<file path="config.mk">
export PLATFORM = sky130hd
export DESIGN_NAME = instruction_encoder
export DESIGN_NICKNAME = d
export VERILOG_FILES = /design/src/rtl/instruction_encoder.sv
export SDC_FILE = /design/constraint.sdc
export NUM_CORES = 1
export LEC_CHECK = 0
export BUFFER_PORTS_ARGS = -buffer_cell sky130_fd_sc_hd__buf_2
export CAP_MARGIN = 20
export CORE_AREA = 8 8 101 103
export DETAILED_ROUTE_END_ITERATION = 10
export DIE_AREA = 0 0 109 111
export PLACE_DENSITY = 0.87
export SYNTH_ARGS = -nofsm -noshare
export SYNTH_HDL_FRONTEND = slang
export SYNTH_SLANG_ARGS = --single-unit
</file>
<file path="constraint.sdc">
create_clock -name clk_i -period 7.2 [get_ports clk_i]
set_input_delay 0.36 -clock clk_i [delete_from_list [all_inputs] [get_ports clk_i]]
set_output_delay 0.36 -clock clk_i [all_outputs]
set_load 0.05 [all_outputs]
</file>
<file path="src/rtl/instruction_encoder.sv">
// instruction_encoder
// Packs RV32I fields plus a 32-bit immediate into a 32-bit instruction word.
// The combinational encoder feeds a 2-entry output FIFO of {instr, err}
// with valid/ready handshakes on both sides. Immediates that do not fit the
// instruction format (range or alignment) set err, and the word is still
// delivered with the truncated encoding. Delivered words and delivered
// errors are counted (wrapping and saturating respectively).

module instruction_encoder (
    input  logic        clk_i,
    input  logic        rst_n_i,
    // field source side
    input  logic        valid_i,
    output logic        ready_o,
    input  logic [6:0]  opcode_i,
    input  logic [4:0]  rd_i,
    input  logic [4:0]  rs1_i,
    input  logic [4:0]  rs2_i,
    input  logic [2:0]  funct3_i,
    input  logic [6:0]  funct7_i,
    input  logic [31:0] imm_i,
    // instruction sink side
    output logic        valid_o,
    input  logic        ready_i,
    output logic [31:0] instr_o,
    output logic        err_o,
    // statistics
    output logic [15:0] count_o,
    output logic [7:0]  err_count_o
);

    // ------------------------------------------------------------------
    // RV32I major opcodes
    // ------------------------------------------------------------------
    localparam logic [6:0] OP_R      = 7'b0110011;
    localparam logic [6:0] OP_LOAD   = 7'b0000011;
    localparam logic [6:0] OP_JALR   = 7'b1100111;
    localparam logic [6:0] OP_IMM    = 7'b0010011;
    localparam logic [6:0] OP_STORE  = 7'b0100011;
    localparam logic [6:0] OP_BRANCH = 7'b1100011;
    localparam logic [6:0] OP_JAL    = 7'b1101111;
    localparam logic [6:0] OP_LUI    = 7'b0110111;
    localparam logic [6:0] OP_AUIPC  = 7'b0010111;

    localparam logic [2:0] F3_SLLI   = 3'b001;
    localparam logic [2:0] F3_SRXI   = 3'b101;

    // One buffered word: the encoding and the error flag that travels with it
    typedef struct packed {
        logic [31:0] instr;
        logic        err;
    } entry_t;

    // ------------------------------------------------------------------
    // Immediate range checks: a value fits an N-bit signed field when all
    // bits from the sign bit upward are identical.
    // ------------------------------------------------------------------
    logic imm_fits_12;   // I/S: imm[31:11] all equal
    logic imm_fits_13;   // B:   imm[31:12] all equal
    logic imm_fits_21;   // J:   imm[31:20] all equal
    logic is_shift_imm;  // slli/srli/srai carry a 5-bit shamt

    assign imm_fits_12  = (&imm_i[31:11]) | ~(|imm_i[31:11]);
    assign imm_fits_13  = (&imm_i[31:12]) | ~(|imm_i[31:12]);
    assign imm_fits_21  = (&imm_i[31:20]) | ~(|imm_i[31:20]);
    assign is_shift_imm = (opcode_i == OP_IMM) &&
                          ((funct3_i == F3_SLLI) || (funct3_i == F3_SRXI));

    // ------------------------------------------------------------------
    // Encoder: place fields by instruction format and flag bad immediates
    // ------------------------------------------------------------------
    entry_t enc;

    // Combinational field packing for the word offered on the input side
    always_comb begin
        // NOTE: every always_comb output gets a default first so no path can
        // leave it unassigned and infer a latch.
        enc = '0;
        case (opcode_i)
            OP_R: begin
                enc.instr = {funct7_i, rs2_i, rs1_i, funct3_i, rd_i, opcode_i};
                enc.err   = 1'b0;
            end
            OP_LOAD, OP_JALR, OP_IMM: begin
                if (is_shift_imm) begin
                    enc.instr = {funct7_i, imm_i[4:0], rs1_i, funct3_i, rd_i, opcode_i};
                    enc.err   = |imm_i[31:5];
                end else begin
                    enc.instr = {imm_i[11:0], rs1_i, funct3_i, rd_i, opcode_i};
                    enc.err   = ~imm_fits_12;
                end
            end
            OP_STORE: begin
                enc.instr = {imm_i[11:5], rs2_i, rs1_i, funct3_i, imm_i[4:0], opcode_i};
                enc.err   = ~imm_fits_12;
            end
            OP_BRANCH: begin
                enc.instr = {imm_i[12], imm_i[10:5], rs2_i, rs1_i, funct3_i,
                             imm_i[4:1], imm_i[11], opcode_i};
                enc.err   = ~imm_fits_13 | imm_i[0];
            end
            OP_JAL: begin
                enc.instr = {imm_i[20], imm_i[10:1], imm_i[11], imm_i[19:12],
                             rd_i, opcode_i};
                enc.err   = ~imm_fits_21 | imm_i[0];
            end
            OP_LUI, OP_AUIPC: begin
                enc.instr = {imm_i[31:12], rd_i, opcode_i};
                enc.err   = |imm_i[11:0];
            end
            default: begin
                // Unknown opcode: no meaningful encoding exists
                enc.instr = 32'h0000_0000;
                enc.err   = 1'b1;
            end
        endcase
    end

    // ------------------------------------------------------------------
    // Output FIFO: head_q is always the word presented on instr_o/err_o,
    // tail_q holds the second word when two are buffered. A pop shifts the
    // tail forward, so the presented word never moves while stalled.
    // ------------------------------------------------------------------
    entry_t      head_q, head_d;
    entry_t      tail_q, tail_d;
    logic [1:0]  occ_q, occ_d;
    logic        ready_q, ready_d;
    logic [15:0] count_q, count_d;
    logic [7:0]  err_count_q, err_count_d;

    logic        push;
    logic        pop;

    assign push = valid_i && ready_q;
    assign pop  = (occ_q != 2'd0) && ready_i;

    // Next-state for buffer contents, occupancy and the registered ready
    always_comb begin
        head_d = head_q;
        tail_d = tail_q;
        occ_d  = occ_q;
        case ({push, pop})
            2'b10: begin
                if (occ_q == 2'd0) begin
                    head_d = enc;
                end else begin
                    tail_d = enc;
                end
                occ_d = occ_q + 2'd1;
            end
            2'b01: begin
                head_d = tail_q;
                occ_d  = occ_q - 2'd1;
            end
            2'b11: begin
                // Occupancy unchanged: the new word lands behind whatever
                // remains after the pop.
                if (occ_q == 2'd1) begin
                    head_d = enc;
                end else begin
                    head_d = tail_q;
                    tail_d = enc;
                end
            end
            default: ;
        endcase
        ready_d = (occ_d != 2'd2);
    end

    // Next-state for the delivery counters (wrapping / saturating)
    always_comb begin
        count_d     = count_q;
        err_count_d = err_count_q;
        if (pop) begin
            count_d = count_q + 16'd1;
            if (head_q.err && (err_count_q != 8'hFF)) begin
                err_count_d = err_count_q + 8'd1;
            end
        end
    end

    // State registers; reset empties the buffer and clears the counters
    always_ff @(posedge clk_i or negedge rst_n_i) begin
        if (!rst_n_i) begin
            // NOTE: the buffer storage is reset too, because instr_o/err_o
            // are read straight from head_q and must show zero out of reset.
            head_q      <= '0;
            tail_q      <= '0;
            occ_q       <= 2'd0;
            ready_q     <= 1'b1;
            count_q     <= 16'd0;
            err_count_q <= 8'd0;
        end else begin
            // NOTE: sequential state uses non-blocking assignments so every
            // register samples the pre-edge values of the others.
            head_q      <= head_d;
            tail_q      <= tail_d;
            occ_q       <= occ_d;
            ready_q     <= ready_d;
            count_q     <= count_d;
            err_count_q <= err_count_d;
        end
    end

    assign ready_o     = ready_q;
    assign valid_o     = (occ_q != 2'd0);
    assign instr_o     = head_q.instr;
    assign err_o       = head_q.err;
    assign count_o     = count_q;
    assign err_count_o = err_count_q;

endmodule

</file>
### After elaboration in Yosys (flattened, before gate mapping)

Index checks and enable logic that the tools add are counted.
W data, S select, Z words.

* register bits: 93
* bits of input ports: 68
* output and inout port bits: 59
* logic and storage cells: 74

* add/sub/neg operators: 4
* equal/unequal tests: 20
* mux-type cells: 9
* bitwise logic cells: 11
* reduce and logical (&&, ||, !) cells: 22

Operators with widths (count)
* $pmux W33 S6: 1
* $mux W33: 5
* $pmux W33 S3: 1
* $pmux W33 S2: 1
* $reduce_or A27 Y1: 1
* $reduce_or A12 Y1: 2
* $eq A7 B6 Y1 const B: 3
* $eq A7 B7 Y1 const B: 3
* $reduce_and A21 Y1: 1
* $reduce_or A21 Y1: 1
* $reduce_and A20 Y1: 1
* $reduce_or A20 Y1: 1
* $add A16 B1 Y16 const B: 1
* $eq A7 B5 Y1 const B: 2
* $reduce_and A12 Y1: 1
* $add A8 B1 Y8 const B: 1
* $ne A2 B2 Y1 const B: 4
* $ne A8 B8 Y1 const B: 1
* $eq A7 B2 Y1 const B: 1
* $not A1 Y1: 6
* $or A1 B1 Y1: 5
* $eq A2 B1 Y1 const B: 2
* $eq A2 B2 Y1 const B: 2
* $logic_and A1 B1 Y1: 4
* other kinds (13): 15

### Longest topological paths before layout

* word-level depth: 8
* gate-level depth with buffers: 12
* mapped depth without buffers: 11

### Worst setup path before layout

No wires, ideal clock.

* path kind: register -> register
* from: register occ_q[0]
* to: register head_q, in the netlist instr_o[26]
* setup time: 0.099 ns
* data arrival time: 2.399 ns
* required time: 7.101 ns
* slack: 4.702 ns
* stages on the path, launching flop included: 12
* period minus slack after synthesis: 2.498 ns
* cell sequence: dfrtp_1 -> inv_1 -> ha_1 -> inv_2 -> nand2_1 -> inv_2 -> ha_1 -> a21oi_1 -> nor2_1 -> clkbuf_1 -> nand2_1 -> a311oi_1

* cells in the longest elaborated chain, start to end: 5
* elaborated cells between the ends (all ways): 12
* classes of those cells: eq/ne: 5; mux: 2; reduce/logical: 5

Ends and longest elaborated chain
* start: declaration: RTL line 126 `logic [1:0] occ_q, occ_d;`
* start signal: assignment: RTL line 189 `occ_q <= 2'd0;`
* start signal: assignment: RTL line 198 `occ_q <= occ_d;`
* $reduce_bool A2 Y1 *
* net valid_o: RTL line 23 `output logic valid_o,`
* $logic_and A1 B1 Y1 *: RTL line 135 `assign pop = (occ_q != 2'd0) && ready_i;`
* net pop: RTL line 132 `logic pop;`
* $eq A2 B2 Y1 / $eq A2 B1 Y1 (equally long branches): RTL line 142 `case ({push, pop})`
* $ne A2 B2 Y1 (no line) / $reduce_bool A3 Y1 (equally long branches)
* $reduce_and A2 Y1 (no line)
* end signal: assignment: RTL line 187 `head_q <= '0;`
* end signal: assignment: RTL line 196 `head_q <= head_d;`
* end: declaration: RTL line 124 `entry_t head_q, head_d;`

The timed path passes the listed nets; every way through them passes the cells marked *.
A chain may end at the register's enable or synchronous reset.

### Final worst setup path

* from: register occ_q[0]
* to: register tail_q[2] (netlist name)

* cells in the longest elaborated chain, start to end: 5
* elaborated cells between the ends (all ways): 11
* classes of those cells: eq/ne: 5; mux: 1; reduce/logical: 5

Ends and longest elaborated chain
* $reduce_bool A2 Y1 *: RTL line 135
* $logic_and A1 B1 Y1 *: RTL line 135
* net pop: RTL line 132
* $eq A2 B2 Y1: RTL line 142
* $ne A2 B2 Y1 (no line) / $reduce_bool A2 Y1 (equally long branches)
* $reduce_and A3 Y1 (no line)
* end signal: assignment: RTL line 197 `tail_q <= tail_d;`
* end: declaration: RTL line 125 `entry_t tail_q, tail_d;`

Marked as above.

==> metrics <==
Setup Viol. Count Final 0; type of the setup path with the least slack flop to flop; wire length of the first global-routing pass 22500 µm; status completed; Sw Pwr 1.12 mW; net count after synthesis around 560; starting density of the core 0.558; top-level port count 127; Pwr per Cell Area 395 nW/µm²; clk sinks 93; worst max-slew margin expressed relative to the limit 0.337; dominant cell type by area after synthesis sky130_fd_sc_hd__dfrtp_1; Nets 677; slowest stage delay, CP 0.76 ns; maximum frequency from static timing analysis around 0.33 GHz; Static Leakage between 2 and 3 nW; Gates resized, CTS repair 0; worst path required time 7.49 ns; post-route clock skew 0.0131 ns; Synth top area share 0.483; Clock Pin Slew Worst Setup and Hold Paths 0.10 ns; post-synthesis cell area 4770 µm²; internal power component 1.13 mW; placeable core region 8550 µm²; Warnings, synthesis 0; die footprint ~12000 µm²; die outline width 109 µm; number of antenna violations at the first check in global routing 0; kind of end point of the critical path flop; maximum number of pins on one net before global-route repair 69; postcts setup bufs 0; ys flop type sky130_fd_sc_hd__dfrtp_1; Area contributors post-synth sky130_fd_sc_hd__dfrtp_1, sky130_fd_sc_hd__nor2_1, sky130_fd_sc_hd__nand2_1; H-Tree Depth 3; placer congestion estimate 0.939; total length of routed wires 14000 µm; logic gate share of total power 0.502; synthesized area divided by synthesized cell count 9.87 µm²; TritonCTS clock tree built; pins over their slew limit 0; number of buffers inserted by port buffering about 130; filler cell count 706; part of the Yosys area used for sequential elements 0.488; Worst EP arrival between 3 and 4 ns; max-capacitance violation count 0; critical path startpoint category flop; via-per-instance ratio 6.15; buffers from clock root to sink, at most 2; highest-count cells in the layout ignoring fill and taps sky130_fd_sc_hd__buf_2, sky130_fd_sc_hd__dfrtp_1, sky130_fd_sc_hd__nor2_1; signed area change from the synthesized netlist to the final layout 19.6%; detailed-router iteration count before antenna repair 5; number of global-route vias before repair 4441; critical path fanouts, max 50; worst skew pair latency 0.36 ns; worst-case vdd ir drop 178 µV; setup tns final 0 ns; drc violations 0; leading cell type in the layout, fill and taps excluded sky130_fd_sc_hd__buf_2; Congestion Overflow GR 0; proportion of power drawn by the clock network 0.157; final count of hold timing violations 0; setup repair after global routing missed its margin no; largest delay contributor family on the critical path simple AND/OR/NAND/NOR gates; final critical-path share of the clock period 0.427; fin crit period 3.07 ns; proportion of layout cells with a drive suffix above 1 0.293; TritonCTS buffer count 9; count of unique library cells instantiated by Yosys 55; Antenna Nets Post-Route 0; via count 4399; Iteration-0 DRC Markers about 330; switch share 0.499; standard cell with the maximum stage delay on the critical path sky130_fd_sc_hd__nand3_2; number of enable flip-flop cells after synthesis 0; post-detailed-route wirelength per cell 19.6 µm; number of placed cells counting well taps ~700; Antenna Diode Count 0; global-route total usage across every layer 0.232; share of synthesized registers carrying an async set or reset 1.00; series of cell instances along the critical path inv_1 -> ha_1 -> inv_2 -> nand2_1 -> inv_2 -> ha_1 -> nand2_1 -> nand3_2 -> or3_1 -> nand2_1; Tightest Hold Check Type input port to flop; sequential fraction of design power 0.340; root buffer cell sky130_fd_sc_hd__clkbuf_8; HPWL after detailed placement 10500 µm; Crit path buffers/inverters 3; Die Ht 111 µm; Slew @ Worst Pin 0.994 ns; Site Rows 34; final non-filler cell total 715; most used cell along the critical path sky130_fd_sc_hd__nand2_1; cell count after synthesis 483; post-synthesis register bit count 93
## registers in the layout, indices dropped and copies added, names as in the netlist
signal and flops:
err_o 1, tail_q 33, count_o 16, occ_q 2, instr_o 32, ready_o 1, err_count_o 8
## cell type report
type	instances	area (µm²)	area share
inverter	13	48.8	0.00856
multi-input combinational	354	2310	0.405
timing repair buffer	131	681	0.119
tap	108	135	0.0237
clock inverter	6	71.3	0.0125
clock buffer	10	128	0.0224
sequential	93	2330	0.408
## synthesized netlist by cell type (all sizes together), types with 2 or more instances
master	count
dfrtp	92
nor2	63
nand2	54
o21ai	27
a21oi	26
a221oi	17
mux2	16
xnor2	16
clkbuf	15
a22o	14
nand4	14
inv	13
nand3	11
a222oi	9
buf	8
and3	7
ha	7
nor3	7
xor2	6
a2bb2oi	5
a311oi	5
nand2b	4
nor4	4
a211oi	3
a31oi	3
o21a	3
or4	3
a2111oi	2
a22oi	2
a32oi	2
and2	2
and3b	2
mux2i	2
nand3b	2
o211ai	2
o31ai	2
or3	2
## cells by family after synthesis
kind of cell    after synthesis  share of synthesized area
mux                          18                     0.0420
compound gates              127                      0.197
xor+xnor                     22                     0.0404
fa+ha+maj                     7                     0.0184
simple gates                180                      0.184
buf+inv                      36                     0.0302
flops                        93                      0.488
## power groups by stage
| stage | clock [mW] | sequential (mW) | combinational (mW) |
|---|---|---|---|
| after floorplan | 0 | 1.15 | 0.443 |
| after global placement | 0 | 0.765 | 1.08 |
| after global routing | 0.383 | 0.784 | 1.21 |
| after detailed placement | 0 | 0.776 | 1.12 |
| after CTS | 0.361 | 0.766 | 1.12 |
| final | 0.354 | 0.766 | 1.13 |
## per-layer routing
metal,GRT usage,up-vias,part of all wire
met5,0,-,0
met4,0.0785,0,0.021
met3,0.0535,26,0.090
met2,0.362,236,0.47
met1,0.307,2123,0.42
li1,-,2014,-
## tightest hold or removal path, cell delays in order
cell	delay, ns
sky130_fd_sc_hd__buf_2	0.09
sky130_fd_sc_hd__a222oi_1	0.10
sky130_fd_sc_hd__o21ai_1	0.13
## worst paths after layout
path,from,slack [ns],depth (start not counted),endpoint
max in group asynchronous,rst_n_i,5.62,3,instr_o[17]$_DFFE_PN0P_
min in group asynchronous,rst_n_i,0.44,2,instr_o[23]$_DFFE_PN0P_
min,imm_i[7],0.35,3,tail_q[28]$_DFFE_PN0P_
max,occ_q[0]$_DFF_PN0_,4.13,10,tail_q[2]$_DFFE_PN0P_
max reg2reg,occ_q[0]$_DFF_PN0_,4.13,10,tail_q[2]$_DFFE_PN0P_
min reg2reg,count_o[15]$_DFFE_PN0P_,0.47,1,count_o[15]$_DFFE_PN0P_
## through the flow
| stage | utilization | hold WS, ns | cell area [µm²] | worst slack [ns] | total power [mW] |
|---|---|---|---|---|---|
| after floorplan | - | 0.0644 | 4770 | 4.70 | 1.59 |
| after global placement | 0.641 | 0.278 | 5480 | 4.33 | 1.85 |
| after detailed placement | 0.641 | 0.288 | 5480 | 4.16 | 1.90 |
| after CTS | 0.665 | 0.331 | 5690 | 4.13 | 2.25 |
| after global routing | 0.667 | 0.340 | 5700 | 3.86 | 2.37 |
| final | 0.667 | 0.352 | 5700 | 4.13 | 2.25 |
## timing repair
item	CTS	global route
endpoints found under the setup margin	0	0
hold buffers	1	0
endpoints found under the hold margin	24	0
(Power assumes the default switching activity.)
